--- config.mk ---
export PLATFORM = sky130hd
export DESIGN_NAME = load_queue
export DESIGN_NICKNAME = d
export VERILOG_FILES = /design/src/rtl/load_queue.sv
export SDC_FILE = /design/constraint.sdc
export NUM_CORES = 1
export LEC_CHECK = 0
export ABC_AREA = 1
export BUFFER_PORTS_ARGS = -buffer_cell sky130_fd_sc_hd__buf_2
export CELL_PAD_IN_SITES_DETAIL_PLACEMENT = 1
export CELL_PAD_IN_SITES_GLOBAL_PLACEMENT = 2
export CORE_ASPECT_RATIO = 0.9
export CORE_MARGIN = 2
export CORE_UTILIZATION = 31
export CTS_BUF_LIST = sky130_fd_sc_hd__clkbuf_4
export DETAILED_ROUTE_END_ITERATION = 7
export PLACE_DENSITY_LB_ADDON = 0.1
export SLEW_MARGIN = 15
export SYNTH_ARGS = -nofsm -noshare
export SYNTH_HDL_FRONTEND = slang
export SYNTH_SLANG_ARGS = --single-unit
--- constraint.sdc ---
create_clock -name clk -period 2.6 [get_ports clk]
set_input_delay 0.13 -clock clk [delete_from_list [all_inputs] [get_ports clk]]
set_output_delay 0.13 -clock clk [all_outputs]
set_load 0.1 [all_outputs]
--- src/rtl/load_queue.sv ---
// Circular load queue: loads are allocated in program order, wait for their
// address and for older stores to commit, issue oldest-first to memory, then
// broadcast their result on the CDB. The ROB frees the head entry in order.
module load_queue #(
    parameter int XLEN          = 32,
    parameter int LDQ_BUF_SIZE  = 8,
    parameter int STQ_BUF_SIZE  = 8,
    parameter int ROB_TAG_WIDTH = 5
) (
    input  logic                              clk,
    input  logic                              reset_n,
    input  logic                              alloc_valid,
    input  logic [ROB_TAG_WIDTH-1:0]          alloc_rob_tag,
    input  logic [STQ_BUF_SIZE-1:0]           alloc_store_mask,
    output logic                              alloc_ready,
    output logic [$clog2(LDQ_BUF_SIZE)-1:0]   alloc_index,
    input  logic                              addr_valid,
    input  logic [$clog2(LDQ_BUF_SIZE)-1:0]   addr_index,
    input  logic [XLEN-1:0]                   addr,
    input  logic                              store_commit_valid,
    input  logic [$clog2(STQ_BUF_SIZE)-1:0]   store_commit_index,
    output logic                              mem_req_valid,
    output logic [XLEN-1:0]                   mem_req_addr,
    output logic [$clog2(LDQ_BUF_SIZE)-1:0]   mem_req_index,
    input  logic                              mem_req_ready,
    input  logic                              mem_resp_valid,
    input  logic [$clog2(LDQ_BUF_SIZE)-1:0]   mem_resp_index,
    input  logic [XLEN-1:0]                   mem_resp_data,
    output logic                              cdb_valid,
    output logic [ROB_TAG_WIDTH-1:0]          cdb_rob_tag,
    output logic [XLEN-1:0]                   cdb_data,
    input  logic                              commit_valid,
    input  logic                              flush,
    output logic                              full,
    output logic                              empty
);

    localparam int IDX_W = $clog2(LDQ_BUF_SIZE);
    localparam int CNT_W = IDX_W + 1;

    // Per-entry state, flag vectors packed for cheap reductions
    logic [LDQ_BUF_SIZE-1:0]  valid_q, valid_d;
    logic [LDQ_BUF_SIZE-1:0]  addr_valid_q, addr_valid_d;
    logic [LDQ_BUF_SIZE-1:0]  executed_q, executed_d;
    logic [LDQ_BUF_SIZE-1:0]  succeeded_q, succeeded_d;
    logic [XLEN-1:0]          addr_q [LDQ_BUF_SIZE];
    logic [XLEN-1:0]          addr_d [LDQ_BUF_SIZE];
    logic [STQ_BUF_SIZE-1:0]  store_mask_q [LDQ_BUF_SIZE];
    logic [STQ_BUF_SIZE-1:0]  store_mask_d [LDQ_BUF_SIZE];
    logic [ROB_TAG_WIDTH-1:0] rob_tag_q [LDQ_BUF_SIZE];
    logic [ROB_TAG_WIDTH-1:0] rob_tag_d [LDQ_BUF_SIZE];

    // Queue pointers and occupancy
    logic [IDX_W-1:0] head_q, head_d;
    logic [IDX_W-1:0] tail_q, tail_d;
    logic [CNT_W-1:0] count_q, count_d;

    // Registered CDB broadcast
    logic                     cdb_valid_q, cdb_valid_d;
    logic [ROB_TAG_WIDTH-1:0] cdb_rob_tag_q, cdb_rob_tag_d;
    logic [XLEN-1:0]          cdb_data_q, cdb_data_d;

    // Issue select
    logic [LDQ_BUF_SIZE-1:0] ready_vec;
    logic                    sel_found;
    logic [IDX_W-1:0]        sel_index;
    logic [IDX_W-1:0]        scan_idx;

    // Event qualifiers
    logic                    alloc_fire;
    logic                    commit_fire;
    logic                    issue_fire;
    logic                    resp_hit;
    logic                    addr_hit;
    logic [STQ_BUF_SIZE-1:0] store_clear_mask;

    assign full        = (count_q == CNT_W'(LDQ_BUF_SIZE));
    assign empty       = (count_q == '0);
    assign alloc_ready = !full;
    assign alloc_index = tail_q;

    // Flush dominates every other same-cycle update
    assign alloc_fire  = alloc_valid && alloc_ready && !flush;
    assign commit_fire = commit_valid && valid_q[head_q] && succeeded_q[head_q] && !flush;
    assign issue_fire  = sel_found && mem_req_ready && !flush;
    assign resp_hit    = mem_resp_valid && valid_q[mem_resp_index] && !flush;
    assign addr_hit    = addr_valid && valid_q[addr_index] && !flush;

    assign store_clear_mask = store_commit_valid
                            ? ({{(STQ_BUF_SIZE-1){1'b0}}, 1'b1} << store_commit_index)
                            : '0;

    // Oldest ready entry, scanning from head with wrap-around
    always_comb begin
        ready_vec = '0;
        sel_found = 1'b0;
        sel_index = '0;
        scan_idx  = '0;
        for (int i = 0; i < LDQ_BUF_SIZE; i++) begin
            ready_vec[i] = valid_q[i] && addr_valid_q[i] && !executed_q[i]
                        && (store_mask_q[i] == '0);
        end
        for (int i = 0; i < LDQ_BUF_SIZE; i++) begin
            scan_idx = head_q + IDX_W'(i);
            if (!sel_found && ready_vec[scan_idx]) begin
                sel_found = 1'b1;
                sel_index = scan_idx;
            end
        end
    end

    assign mem_req_valid = sel_found;
    assign mem_req_index = sel_index;
    assign mem_req_addr  = sel_found ? addr_q[sel_index] : '0;

    // Next-state for entries, pointers, count and CDB register
    always_comb begin
        valid_d       = valid_q;
        addr_valid_d  = addr_valid_q;
        executed_d    = executed_q;
        succeeded_d   = succeeded_q;
        addr_d        = addr_q;
        rob_tag_d     = rob_tag_q;
        head_d        = head_q;
        tail_d        = tail_q;
        count_d       = count_q;
        cdb_valid_d   = resp_hit;
        cdb_rob_tag_d = cdb_rob_tag_q;
        cdb_data_d    = cdb_data_q;

        // A committing store releases its dependency in every entry
        for (int i = 0; i < LDQ_BUF_SIZE; i++) begin
            store_mask_d[i] = store_mask_q[i] & ~store_clear_mask;
        end

        if (alloc_fire) begin
            valid_d[tail_q]      = 1'b1;
            addr_valid_d[tail_q] = 1'b0;
            executed_d[tail_q]   = 1'b0;
            succeeded_d[tail_q]  = 1'b0;
            addr_d[tail_q]       = '0;
            rob_tag_d[tail_q]    = alloc_rob_tag;
            store_mask_d[tail_q] = alloc_store_mask & ~store_clear_mask;
            tail_d               = tail_q + 1'b1;
        end

        if (addr_hit) begin
            addr_d[addr_index]       = addr;
            addr_valid_d[addr_index] = 1'b1;
        end

        if (issue_fire) begin
            executed_d[sel_index] = 1'b1;
        end

        if (resp_hit) begin
            succeeded_d[mem_resp_index] = 1'b1;
            cdb_rob_tag_d               = rob_tag_q[mem_resp_index];
            cdb_data_d                  = mem_resp_data;
        end

        if (commit_fire) begin
            valid_d[head_q] = 1'b0;
            head_d          = head_q + 1'b1;
        end

        if (alloc_fire && !commit_fire) begin
            count_d = count_q + 1'b1;
        end else if (!alloc_fire && commit_fire) begin
            count_d = count_q - 1'b1;
        end

        // Already-registered CDB output is left alone so it still goes out
        if (flush) begin
            valid_d = '0;
            head_d  = tail_q;
            count_d = '0;
        end
    end

    // State registers with synchronous active-low reset
    always_ff @(posedge clk) begin
        if (!reset_n) begin
            valid_q       <= '0;
            addr_valid_q  <= '0;
            executed_q    <= '0;
            succeeded_q   <= '0;
            for (int i = 0; i < LDQ_BUF_SIZE; i++) begin
                addr_q[i]       <= '0;
                store_mask_q[i] <= '0;
                rob_tag_q[i]    <= '0;
            end
            head_q        <= '0;
            tail_q        <= '0;
            count_q       <= '0;
            cdb_valid_q   <= 1'b0;
            cdb_rob_tag_q <= '0;
            cdb_data_q    <= '0;
        end else begin
            valid_q       <= valid_d;
            addr_valid_q  <= addr_valid_d;
            executed_q    <= executed_d;
            succeeded_q   <= succeeded_d;
            addr_q        <= addr_d;
            store_mask_q  <= store_mask_d;
            rob_tag_q     <= rob_tag_d;
            head_q        <= head_d;
            tail_q        <= tail_d;
            count_q       <= count_d;
            cdb_valid_q   <= cdb_valid_d;
            cdb_rob_tag_q <= cdb_rob_tag_d;
            cdb_data_q    <= cdb_data_d;
        end
    end

    assign cdb_valid   = cdb_valid_q;
    assign cdb_rob_tag = cdb_rob_tag_q;
    assign cdb_data    = cdb_data_q;

endmodule

; ---- Yosys cells after proc, flatten, opt, wreduce, memory -nomap -nowiden
; Cells that the tools add are included.
[op_classes]
n_mux = 84
shifts = 1
n_addsub = 10
n_reduce_logical = 82
bitwise = 27
n_eq_ne = 1
magnitude_cmp = 23
[ops]
columns = operator, count
row1 = two-way mux 256 bit, 2
row2 = bitwise AND 256 bit, 1
row3 = bitwise mux 256 bit, 1
row4 = NOT 256 bit, 1
row5 = demux 32 bit (select 3 bit), 2
row6 = two-way mux 32 bit, 5
row7 = bitwise AND 8 bit, 13
row8 = binary-select mux 32 bit (select 3 bit), 1
row9 = two-way mux 8 bit, 10
row10 = bitwise mux 64 bit, 1
row11 = logical NOT 8 bit, 8
row12 = two-way mux 64 bit, 1
row13 = logical AND 1 bit, 51
row14 = "less-than comparator 3 x 4 -> 1 bit, second input constant", 12
row15 = bitwise mux 40 bit, 1
row16 = binary-select mux 1 bit (select 3 bit), 12
row17 = bitwise OR 8 bit, 4
row18 = two-way mux 3 bit, 10
row19 = two-way mux 1 bit, 25
row20 = demux 8 bit (select 3 bit), 1
row21 = NOT 8 bit, 3
row22 = logical NOT 1 bit, 19
row23 = "greater-or-equal comparator 4 bit, second input constant", 4
row24 = NOT 3 -> 4 bit, 4
row25 = other kinds (18), 36
[word_totals]
ff_bits = 440
word_cells = 262
in_bits = 95
out_inout_bits = 80

; ---- Depth between registers and ports, before layout
[depth]
depth_word = 33
ltp_mapped = 24
mapped_depth_nobuf = 23

; ---- Worst setup path before layout
; OpenSTA, ideal clock, no wires.
[synth_timing]
kind = register to register
start = register count_q[0]
end = register count_q[3]
t_arrival_ns = 5.878
n_path_buf = 1
path_stages_with_launch = 18
setup_time_ns = 0.119
setup_slack_ns = -3.398
required_ns = 2.481
synth_period_minus_slack_ns = 5.998
cell_sequence = dfxtp_1 nor2_1 inv_1 nor3_1 inv_1 nand3_1 inv_1 clkbuf_1 ha_1 inv_1 ha_1 and3_1 a211oi_1 nor2_1 nor2_1 nand2_1 o21ai_0 a21oi_1
[synth_via]
elab_chain_cells = 7
word_cells_on_any_way = 12
cone_classes = add/sub (2) / eq/ne (1) / mux (2) / reduce/logical (7)
[synth_lines]
columns = element, line
row1 = start: declaration, 56  ; logic [CNT_W-1:0] count_q, count_d;
row2 = start signal: assignment, 209  ; count_q <= count_d;
row3 = equality test 4 bit *, 77  ; assign full = (count_q == CNT_W'(LDQ_BUF_SIZE));
row4 = net full, 34  ; output logic full,
row5 = logical NOT 1 bit *, 79  ; assign alloc_ready = !full;
row6 = net alloc_ready, 15  ; output logic alloc_ready,
row7 = logical AND 1 bit * (2 in series), 83  ; assign alloc_fire = alloc_valid && alloc_ready && !flush;
row8 = net alloc_fire, 70  ; logic alloc_fire;
row9 = logical NOT 1 bit, 169  ; end else if (!alloc_fire && commit_fire) begin
row10 = logical AND 1 bit, 169
row11 = nonzero test 2 bit (no line), -
; Mark *: on every way through the listed nets, which the timed path passes. The rest lies on a longest branch. The select of a mux whose other input is x is not followed.
; A chain may end at the register's enable or synchronous reset.

; ---- Final worst setup path
[layout_timing]
start = register head_q[0]
end = output port mem_req_addr[14]
[layout_via]
elab_chain_cells = 29
word_cells_on_any_way = 58
cone_classes = add/sub (7) / mux (36) / bitwise (1) / reduce/logical (14)
[layout_lines]
columns = element, line
row1 = start: declaration, 54  ; logic [IDX_W-1:0] head_q, head_d;
row2 = start signal: assignment, 193  ; head_q <= '0;
row3 = start signal: assignment, 207  ; head_q <= head_d;
row4 = "parallel branches: the longest is 28 deep, another holds adder 3 x 1 -> 3 bit", -
row5 = two-way mux 32 bit *, 114  ; assign mem_req_addr = sel_found ? addr_q[sel_index] : '0;
row6 = end: declaration, 23  ; output logic [XLEN-1:0] mem_req_addr,
; Mark *: on every way between the ends. The select of a mux whose other input is x is not followed.

==> metrics.cfg <==
[worst_setup_path]
required_ns = 2.47
path_cells = inv_4, ha_4, buf_6, nand2_2, nand2_2, nand2_2, nand2_2, nor2_4, nand4_4, nor2_4, nand3_4, nand3_4, buf_12, nand2_8, clkbuf_16, nand2_1, o21ai_1, nand2_1, nand3_2, nor2_4, buf_12
r2r_cells = 20
rrSetupSlack_ns = -0.34
crit_path_max_fanout = 8
critPathKind = reg2out
regToRegEndpoint = executed_q[0]
crit_end = mem_req_addr[14]
slowest_delay_ns = 0.37
slowest_stage = dfxtp_4
cp.depth = 21
startpoint = head_q[0]
start_kind = flop
cp-end-kind = primary output
timing.rr.start = head_q[0]
worst-path-buf-inv = 5
cp.arrival_ns = 3.91
cpMostUsedCell = nand2_2
crit_family = simple AND/OR/NAND/NOR gates

[detailed_routing]
totalWireLength_um = 97400
vias = 23700
dr.first_iter.drc_count = 1362
wl_met2_um = 46200
drtAntennaViolNets = 0
firstDrtPassIters = 5
drcViolationCount = 0
highest_layer = met5
wl_per_cell_um = 21.1
routed_via_density = 5.14
wl_met1_um = 45000
wl_met3_um = 4280

[cells_and_area]
stdcell_area_um2 = 30500
area_growth_pct = 45.1
layout-drive-gt1-share_pct = 25.0
fin_util_pct = 45.5
nNetsFinal = 3757

[sta]
fin_ws_ns = -1.44
hold_viol_final = 0
setup_violations = 44
max_freq_ghz = 0.247
timing.final.crit_share_pct = 155
worst_pin_slew_ns = 0.885
rsz0062_at_grt = yes
maxSlewViolCount = 0
fin_crit_ns = 4.04
whs_ns = 0.133
slew-limit-headroom_pct = 41.0
skew_ns = 0.0576

[clock_network]
cts_tree = done
h-tree-depth = 4
root_buffer = clkbuf_4
clock_latency_ns = 0.97
clk_pin_slew_ns = 0.06
cts_buffers = 134
cts_sinks = 440
cts_max_path_buffers = 3

[global_routing]
grt.overflow.total = 0
grt_usage_pct = 25.7
grt_max_degree = 213
grt_pass1_vias = 24300
grt_pass1_wl_um = 140000
antenna_found_initial = 7

[synthesis]
synth_top_cell_by_area = dfxtp_1
synth-main-ff-cell = dfxtp_1
synth_nets = 3209
netlist_top_cells_area = dfxtp_1, nand2_1, o21ai_0, a21oi_1, inv_1
yosys-top-cells-count = nand2_1, dfxtp_1, o21ai_0, a21oi_1, inv_1
netlist_area_um2 = 21000
ys_seq_area_share_pct = 41.9
synth-seq-cells = 440
async_flop_share_pct = 0
synth_top_area_share_pct = 41.9
synth.distinct_cells = 48
yosys_warnings = 0
synth.most_common_cell = nand2_1
syn_inst = 3103
synth_edf_count = 0
avgSynthCellArea_um2 = 6.78

[placed_design]
dp_hpwl_um = 54100
placedInstanceArea_um2 = 24500
globalplace.congestion = 0.870
io_buffers = 174

[min_path]
hp-class = in2reg

[floorplanning]
die_h_um = 251
die_area_um2 = 69900
floorplan.initialDensity_pct = 31.3
coreArea_um2 = 67100
die_w_um = 279
pin_count = 175
rows = 90

[power]
clkPwrFrac_pct = 34.8
p_per_area_nw_per_um2 = 656
vdd_drop_max_uv = 431
p_sw_share_pct = 36.0
p_total_w = 0.0200
leakage_nw = 12.3
p_sw_w = 0.00720
p_seq_share_pct = 34.1
power_frac_comb_pct = 31.1
p_int_w = 0.0128

[flow_run]
max_cap_viol_count = 0

[run_status]
violations = setup timing
status = finished, violations left

==> stage by stage <==
step	setup slack (ns)	setup TNS (ns)	std cells
floorplan	-1.38	-306.13	3103
global placement	-0.665	-22.49	4097
detailed placement	-0.704	-25.37	4097
CTS	-1.52	-65.38	4549
global route	-1.70	-60.91	4616
finish	-1.44	-50.32	4617
==> worst min-delay path, cell delays in order <==
cell and delay, ns:
dlygate4sd3_1 0.52, buf_2 0.17, a21oi_1 0.09, nand2_1 0.07, a31oi_1 0.06
==> what timing repair did <==
item | 4_1_cts | 5_1_grt
resized for setup | 190 | 157
cloned | 1 | 25
endpoints found under the hold margin | 438 | 0
pin swaps | 59 | 77
buffers inserted | 17 | 37
hold buffers | 215 | 0
setup endpoints to repair | 45 | 113
==> cell families (layout without fill, tap and decap cells) <==
family	after synthesis	in the layout	synth area share [%]
xor gates and xnor gates	4	4	0.167
adders and majority gates	11	11	0.690
DFF	440	440	41.9
other	0	8	0
buffers and inverters	448	1078	8.97
AOI/OAI and AO/OA	855	855	20.9
and+or+nand+nor	1345	1347	27.4
==> power by group through the flow <==
stage | sequential [W] | combinational [W] | clock, W
global placement | 0.00696 | 0.00496 | 0
global route | 0.00682 | 0.00660 | 0.00763
finish | 0.00682 | 0.00623 | 0.00697
CTS | 0.00682 | 0.00565 | 0.00722
detailed placement | 0.00696 | 0.00499 | 0
floorplan | 0.00699 | 0.00299 | 0
==> cell type report <==
type	instances	area, µm²
Fill cell	8269	36600
Multi-Input combinational cell	2217	11500
Sequential cell	440	8850
Timing Repair Buffer	627	6480
Clock buffer	187	1400
Tap cell	874	1090
Inverter	231	907
Clock inverter	33	246
Antenna cell	8	20.0
==> sequential cells by signal, summed over array words and instances, names as in the netlist <==
signal / cells
cdb_rob_tag: 5
rob_tag_q: 40
addr_valid_q: 8
alloc_index: 3
head_q: 3
store_mask_q: 64
executed_q: 8
addr_q: 256
count_q: 4
valid_q: 8
succeeded_q: 8
cdb_valid: 1
cdb_data: 32
==> worst min path at each step <==
stage,start,to,slack (ns),depth (start not counted)
2_1_floorplan,alloc_rob_tag[0],rob_tag_q[15],0.27,2
3_3_place_gp,mem_resp_data[0],cdb_data[0],0.38,3
3_5_place_dp,mem_resp_data[26],cdb_data[26],0.39,3
4_1_cts,addr[23],addr_q[183],0.002,4
5_1_grt,flush,head_q[2],0.07,5
6_report,flush,head_q[2],0.13,5
==> layer usage <==
metal / GRT usage (%) / vias up
li1: - / 11300
met1: 34.1 / 11700
met2: 42.2 / 555
met3: 4.80 / 162
met4: 8.42 / 2
met5: 0 / -
==> placed cells by master, fill, tap and decap left out, types with 18 or more instances in the layout <==
cell	netlist	final
nor2_4	5	43
buf_12	0	83
nor2_2	3	37
clkbuf_4	0	187
clkinv_1	0	20
o21ai_0	395	392
nand2_2	7	84
dfxtp_1	440	414
nand3_1	146	93
nand3_2	6	53
a21oi_1	384	378
inv_1	222	212
dfxtp_2	0	24
buf_6	18	25
dlygate4sd3_1	0	211
clkbuf_16	0	18
o21ai_1	33	34
buf_2	23	136
nand3b_1	66	66
nand2_1	885	796
buf_4	9	143
nor2_1	193	121
No activity file was read; power rests on OpenSTA's default activity.
